--- src/rtl/fetch_pkg.sv ---
// Shared constants and payload type for the instruction-fetch stage.
package fetch_pkg;

    localparam int unsigned ADDR_W  = 8;
    localparam int unsigned DATA_W  = 32;
    localparam int unsigned PC_INCR = 4;

    localparam logic [DATA_W-1:0] NOP_INSTR = 32'h0000_0013;

    typedef struct packed {
        logic [ADDR_W-1:0] pc;
        logic [DATA_W-1:0] instr;
    } fetch_entry_t;

endpackage

--- src/rtl/fetch_skid_buf.sv ---
// Two-entry FIFO skid buffer holding fetched {pc, instr} pairs for decode.
module fetch_skid_buf
    import fetch_pkg::*;
(
    input  logic         clock,
    input  logic         reset_n,
    input  logic         push,
    input  logic         pop,
    input  logic         flush,
    input  fetch_entry_t push_entry,
    output logic [1:0]   count,
    output fetch_entry_t head
);

    fetch_entry_t second;

    // Head is the oldest entry and is kept in a register so decode sees stable data.
    always_ff @(posedge clock or negedge reset_n) begin
        if (!reset_n) begin
            count  <= 2'd0;
            head   <= '0;
            second <= '0;
        end else if (flush) begin
            count <= 2'd0;
        end else begin
            case ({push, pop})
                2'b10: begin
                    if (count == 2'd0) begin
                        head <= push_entry;
                    end else begin
                        second <= push_entry;
                    end
                    count <= count + 2'd1;
                end
                2'b01: begin
                    head  <= second;
                    count <= count - 2'd1;
                end
                2'b11: begin
                    if (count == 2'd1) begin
                        head <= push_entry;
                    end else begin
                        head   <= second;
                        second <= push_entry;
                    end
                end
                default: ;
            endcase
        end
    end

    // The upstream issue rule keeps occupancy within two entries.
    a_count_bound: assert property (@(posedge clock) disable iff (!reset_n)
        count <= 2'd2);
    a_no_overflow: assert property (@(posedge clock) disable iff (!reset_n)
        !(push && !pop && !flush && count == 2'd2));

endmodule

--- src/rtl/instr_fetch.sv ---
// Instruction-fetch stage in front of a 1-cycle synchronous ROM.
// Optional macro IFETCH_PERF_EN adds fetch_count / stall_count performance counters.
module instr_fetch
    import fetch_pkg::*;
#(
    parameter int unsigned              ADDRESS_WIDTH = ADDR_W,
    parameter int unsigned              DATA_WIDTH    = DATA_W,
    parameter logic [ADDRESS_WIDTH-1:0] RESET_PC      = '0
)(
    input  logic                     clock,
    input  logic                     reset_n,
    output logic [ADDRESS_WIDTH-1:0] rom_address,
    input  logic [DATA_WIDTH-1:0]    rom_q,
    input  logic                     redirect_valid,
    input  logic [ADDRESS_WIDTH-1:0] redirect_pc,
    output logic                     instr_valid,
    input  logic                     instr_ready,
    output logic [DATA_WIDTH-1:0]    instr_data,
    output logic [ADDRESS_WIDTH-1:0] instr_pc
`ifdef IFETCH_PERF_EN
    ,
    output logic [31:0]              fetch_count,
    output logic [31:0]              stall_count
`endif
);

    logic [ADDRESS_WIDTH-1:0] pc;
    logic [ADDRESS_WIDTH-1:0] inflight_pc;
    logic                     inflight;
    logic                     pop;
    logic                     push;
    logic                     issue;
    logic [1:0]               buf_count;
    logic [2:0]               occupancy;
    fetch_entry_t             push_entry;
    fetch_entry_t             head;
    logic                     unused_redirect_lsbs;

    assign unused_redirect_lsbs = ^redirect_pc[1:0];

    // A taken redirect bypasses the sequential pc straight onto the ROM address.
    always_comb begin
        rom_address = pc;
        if (redirect_valid) begin
            rom_address = {redirect_pc[ADDRESS_WIDTH-1:2], 2'b00};
        end
    end

    assign instr_valid = (buf_count != 2'd0);
    assign pop         = instr_valid && instr_ready;
    assign push        = inflight && !redirect_valid;

    // Issue only while the buffer can absorb the word returning next cycle.
    assign occupancy = 3'(buf_count) + 3'(inflight) - 3'(pop);
    assign issue     = redirect_valid || (occupancy <= 3'd1);

    always_ff @(posedge clock or negedge reset_n) begin
        if (!reset_n) begin
            pc          <= RESET_PC;
            inflight    <= 1'b0;
            inflight_pc <= '0;
        end else if (issue) begin
            pc          <= rom_address + ADDRESS_WIDTH'(PC_INCR);
            inflight    <= 1'b1;
            inflight_pc <= rom_address;
        end else begin
            inflight <= 1'b0;
        end
    end

    always_comb begin
        push_entry       = '0;
        push_entry.pc    = ADDR_W'(inflight_pc);
        push_entry.instr = DATA_W'(rom_q);
    end

    fetch_skid_buf u_skid_buf (
        .clock      (clock),
        .reset_n    (reset_n),
        .push       (push),
        .pop        (pop),
        .flush      (redirect_valid),
        .push_entry (push_entry),
        .count      (buf_count),
        .head       (head)
    );

    assign instr_data = DATA_WIDTH'(head.instr);
    assign instr_pc   = ADDRESS_WIDTH'(head.pc);

`ifdef IFETCH_PERF_EN
    // Free-running counters; wrap naturally at 2^32.
    always_ff @(posedge clock or negedge reset_n) begin
        if (!reset_n) begin
            fetch_count <= 32'd0;
            stall_count <= 32'd0;
        end else begin
            if (pop) begin
                fetch_count <= fetch_count + 32'd1;
            end
            if (instr_valid && !instr_ready) begin
                stall_count <= stall_count + 32'd1;
            end
        end
    end
`endif

endmodule

--- config.mk ---
export PLATFORM = sky130hd
export DESIGN_NAME = instr_fetch
export DESIGN_NICKNAME = d
export VERILOG_FILES = /design/src/rtl/fetch_pkg.sv /design/src/rtl/fetch_skid_buf.sv /design/src/rtl/instr_fetch.sv
export SDC_FILE = /design/constraint.sdc
export NUM_CORES = 1
export LEC_CHECK = 0
export CELL_PAD_IN_SITES_DETAIL_PLACEMENT = 1
export CELL_PAD_IN_SITES_GLOBAL_PLACEMENT = 2
export CORE_MARGIN = 1
export CORE_UTILIZATION = 36
export DETAILED_ROUTE_END_ITERATION = 10
export PLACE_DENSITY = 0.91
export SETUP_SLACK_MARGIN = 0.4
export SLEW_MARGIN = 20
export SYNTH_ARGS = -nofsm -noshare
export SYNTH_HDL_FRONTEND = slang
export SYNTH_SLANG_ARGS = --single-unit
--- constraint.sdc ---
create_clock -name clock -period 4.6 [get_ports clock]
set_input_delay 0.92 -clock clock [delete_from_list [all_inputs] [get_ports clock]]
set_output_delay 0.92 -clock clock [all_outputs]
set_load 0.02 [all_outputs]
* After elaboration in Yosys (flattened, before gate mapping)
Index checks and enable logic that the tools add are counted.
Cells by class: add/subtract/negate cells 5, multiply operators 0, div/mod/pow operators 0, magnitude comparators 1, eq/ne operators 7, shifts and indexed selects 0, mux-type cells 10, bitwise logic cells 1, reductions and logical operators 11
Operator list (number):
- $mux 40 | 4
- $pmux 40 s3 | 1
- $pmux 40 s2 | 1
- $add 8x3->8 const B | 1
- $mux 8 | 1
- $reduce_bool 3->1 | 2
- $eq 2x1->1 const B | 2
- $eq 2x2->1 const B | 2
- $ne 2x2->1 const B | 2
- $pmux 2 s2 | 1
- $reduce_and 4->1 | 1
- $reduce_bool 2->1 | 2
- $add 2x1->3 | 1
- $le 3x1->1 const B | 1
- $reduce_and 3->1 | 1
- $sub 3x1->3 | 1
- $add 2x1->2 const B | 1
- $logic_and 1x1->1 | 2
- $logic_not 2->1 | 1
- $mux 2 | 1
- $ne 2x1->1 const B | 1
- $sub 2x1->2 const B | 1
- $logic_not 1->1 | 1
- $logic_or 1x1->1 | 1
- other kinds (2) | 2
Storage, ports and cells: flip-flop bits (word level) 99, latch bits 0, bits in writable memories 0, ROM bits 0, word-level logic and storage cells 43, memories 0

* Longest topological paths before layout
word-level depth 6, depth in mapped cells 11

* Modules after synthesis
Synthesis repeated with hierarchy kept, for this count alone.
Unflattened totals: cells, all modules 307, area, all modules 4677.0 sq um
Modules (own cells, without submodules):
- fetch_skid_buf | instances 1, cells an instance 233, area an instance 3784.9 sq um, seq. area each 2052.0 sq um
- instr_fetch | instances 1, cells an instance 74, area an instance 892.1 sq um, seq. area each 375.4 sq um

* Worst setup path before layout
Ideal clock, no wire load.
path kind input to output, from in redirect_valid, to out rom_address[2], data arrival time 1.643 ns, data required time 3.680 ns, path slack 2.037 ns, stages 2, path buffers 1, cells stage by stage buf_6 o21ai_0
Between the ends: cells in the longest elaborated chain, start to end 1
Ends and longest elaborated chain:
- start, declared | RTL line instr_fetch.sv:14 | input logic redirect_valid,
- $mux 8 | RTL line instr_fetch.sv:44 | if (redirect_valid) begin
- end, declared | RTL line instr_fetch.sv:12 | output logic [ADDRESS_WIDTH-1:0] rom_address,
Every way passes these cells.

* Worst setup path in the final report
from in redirect_valid, to out rom_address[4]
Same word-level chain as after synthesis.

==> results.txt <==
The library cell with the highest instance count after synthesis is sky130_fd_sc_hd__dfrtp_1. Detailed placement finished with a half-perimeter wire length of 6260 µm. The stage delay of the slowest cell on the critical path is just over 800 ps. The insertion delay to the later sink of the worst-skew pair came out at 340 ps. The data arrival time of the critical path came out at approximately 2800 ps. The final critical-path share of the clock period is between 70% and 80%.

Dividing total power by cell area gives a power density of 720 nW/µm². The worst slew margin relative to its limit came out at 40.2%. TritonCTS built the clock tree. During synthesis, Yosys emitted a total of 0 warnings.

The fraction of synthesized cell area taken by the top area cell type came out at a little under three fifths. The number of antenna violations at the first check in global routing is 0. Net switching is 36.2% of the power. The final setup violation count came out at 0. By instance count, the cell type seen most on the critical path is sky130_fd_sc_hd__clkdlybuf4s50_1. The final reports fail on design-rule violations. By area the synthesized netlist is led by sky130_fd_sc_hd__dfrtp_1, sky130_fd_sc_hd__mux2_2, sky130_fd_sc_hd__mux2i_1, sky130_fd_sc_hd__a21oi_1, sky130_fd_sc_hd__nor2_1.

The fraction of the yosys area taken by sequential cells came out at 56.5%. The min-delay analysis places its worst path in the category reg -> reg. Grouping stages by cell kind, the critical path spends the most delay in buffers and inverters. The placeable core area came out at 11500 µm². The post-synthesis register bit count came out at 97. The cell area after layout came out at 5560 µm². The worst path setup slack after routing came out at 928 ps. The tree is rooted in a sky130_fd_sc_hd__clkbuf_16. When the netlist entered floorplanning its net count stood at 394. For this block, the initial DRC count from the detailed router was ~130. The floorplan has 39 rows. Buffers added to address setup during post-CTS repair amount to 0. The analysis attributes to net switching a power of around 1.4 mW. The share of total power dissipated in sequential elements is around 38%.

The proportion of power drawn by the clock network is 17.8%. For this run the aggregate overflow at the end of global routing stands at 0. The async set or reset register ratio after synthesis is 100%. The number of flops mapped to enable cells by yosys came out at 0. After technology mapping, the gate count stands at between 300 and 400.

The worst setup path is of the in -> out kind. The number of port buffers came out at 90. In the routed design, unresolved DRC markers number 16. The combined buffer and inverter count along the critical path came out at 2. sky130_fd_sc_hd__dfrtp_1 takes more of the synthesized area than any other cell. The average instance area after synthesis came out at 12.5 µm². The number of nets in the finished design is 479. The aggregate negative setup slack came out at 0 ps. The number of buffers created by CTS came out at 9.

STA classifies the critical path startpoint as a primary input. For this run, the top clock speed supported by timing is 272 MHz. The floorplan step defined a die boundary enclosing ~12000 µm².

The dominant register cell in the synthesized netlist is sky130_fd_sc_hd__dfrtp_1. STA classifies the critical path endpoint as a primary output. The routed length per instance is roughly 16 µm.

The number of primary I/O pins came out at 93. Across the run, the number of max-cap violations was 0. The worst-case setup slack after placement is 916 ps.

The internal power contribution came out at 2.56 mW. After clock tree synthesis, the clock-pin slew on the worst setup and hold paths is 60 ps. In the final layout, the share of cells above drive strength 1 is 16.8%.

The width of the die is 111 µm. After clock tree synthesis, the repair step resized 0 gates. The instance area at placement is 5290 µm². CTS built an H-tree with a depth of 3. The total of hold buffers inserted after clock tree synthesis is 0. The required time at the worst-slack endpoint is 3680 ps. The final-layout fill cell count is about 1200. Counting along the longest clock path gives a buffer depth of 2. The total number of clock tree sinks came out at 97. The remaining antenna violation count after routing is 0. Among all stages on the critical path, the largest delay is contributed by sky130_fd_sc_hd__clkdlybuf4s50_1. Global routing used 16.8% of the available tracks across all layers. The overall routed net length is 9410 µm. The via density per instance is about 5. The count of antenna diodes in the layout is 0. The number of vias after detailed routing is 2880.

The time the final worst path needs with I/O delays and setup came out at 3670 ps. The final count of hold timing violations came out at 0. The combinational share of power is 44.5%. The number of distinct library cell variants in the gate-level netlist after synthesis is 35. The flow ran to the end, but the final reports show violations. The routability congestion estimate is 0.713. Counting instances in the post-synthesis netlist gives the leading cell types as sky130_fd_sc_hd__dfrtp_1, sky130_fd_sc_hd__nor2_1, sky130_fd_sc_hd__mux2_2. The largest fanout of any net on the critical path is 14.

The cell area after synthesis came out at 4300 µm². The post-synthesis to final-layout area growth is 29.5%. The initial standard-cell utilization of the core came out at 37.3%.

The first global-routing pass estimated 16400 µm of wire. The setup clock skew after layout is 4.53 ps. Entering global routing, the biggest net connects 70 pins. The final number of max-transition violations is 0. Traced cell by cell, the critical path runs through clkdlybuf4s50_1 -> mux2_2 -> clkdlybuf4s50_1.

Setup repair after global routing left no endpoint under its margin. The die height came out at 111 µm. The detailed-routing iteration count for the pre-antenna-repair pass is 7.

The via count of the first global-routing pass is 3247. At the pin with the least slew margin, the transition time is 896 ps. The maximum resistive drop on vdd came out at roughly 0.29 mV. In this run the static leakage power is 2.48 nW.
## state kept, by name, indices dropped and copies added (netlist names)
name / flops
u_skid_buf.head: 40
inflight_pc: 6
inflight: 1
u_skid_buf.count: 2
u_skid_buf.second: 40
pc: 8
## final cells by class
class | instances | area (µm²) | share of cell area, %
clock buffer | 14 | 264 | 4.74
tap | 143 | 179 | 3.22
inverter | 5 | 21.3 | 0.382
clock inverter | 2 | 12.5 | 0.225
multi-input combinational | 222 | 1710 | 30.8
sequential | 97 | 2430 | 43.6
timing repair buffer | 95 | 948 | 17.0
## power by group through the flow
stage / sequential [mW] / combinational [mW] / clock, mW
floorplan: 1.68 / 0.981 / 0
global placement: 1.49 / 1.75 / 0
detailed placement: 1.53 / 1.82 / 0
CTS: 1.52 / 1.82 / 0.736
global route: 1.57 / 1.95 / 0.763
finish: 1.51 / 1.78 / 0.711
## worst paths after layout
path | endpoint | cells after the start | slack (ps) | startpoint
min reg2reg | u_skid_buf.second[39] | 1 | 500 | u_skid_buf.second[39]
min | u_skid_buf.second[39] | 1 | 500 | u_skid_buf.second[39]
min in group asynchronous | u_skid_buf.head[7] | 1 | 690 | reset_n
max in group asynchronous | pc[5] | 2 | 2930 | reset_n
max reg2reg | inflight_pc[5] | 8 | 1810 | u_skid_buf.count[1]
max | rom_address[4] | 3 | 930 | redirect_valid
## cell families (layout without fill, tap and decap cells)
| group | after synthesis | count (layout) | synth area share [%] |
|---|---|---|---|
| DFF | 97 | 97 | 56.5 |
| muxes | 92 | 92 | 22.9 |
| and+or+nand+nor | 67 | 67 | 7.05 |
| AOI/OAI and AO/OA | 53 | 53 | 7.05 |
| buffers and inverters | 26 | 116 | 3.82 |
| adders and majority gates | 5 | 5 | 1.63 |
| xor gates and xnor gates | 5 | 5 | 1.02 |
## cell usage in the layout (no fill, tap or decap), drive strengths merged, types with 3 or more instances in the layout
cell type	netlist	routed
a21oi	44	44
buf	17	6
clkbuf	4	14
clkdlybuf4s50	0	89
dfrtp	97	97
ha	4	4
inv	5	5
mux2	51	51
mux2i	41	41
nand2	3	3
nand3	4	4
nor2	48	48
nor2b	5	5
xnor2	4	4
## metal layers
layer | up-vias | share of wire [%] | track usage [%]
met4 | 0 | 1.9 | 7.57
li1 | 1360 | - | -
met5 | - | 0 | 0
met2 | 63 | 49 | 27.8
met3 | 14 | 4.8 | 3.77
met1 | 1443 | 45 | 20.9
## per-stage QoR
stage	cells	utilization, %	hold WS, ps	power (mW)
after global routing	578	48.3	519	4.29
after CTS	578	48.3	500	4.08
after floorplan	345	-	464	2.66
final	578	48.3	499	4.01
after global placement	562	45.9	474	3.24
after detailed placement	562	45.9	485	3.34
Power figures use the tool's default switching activity.
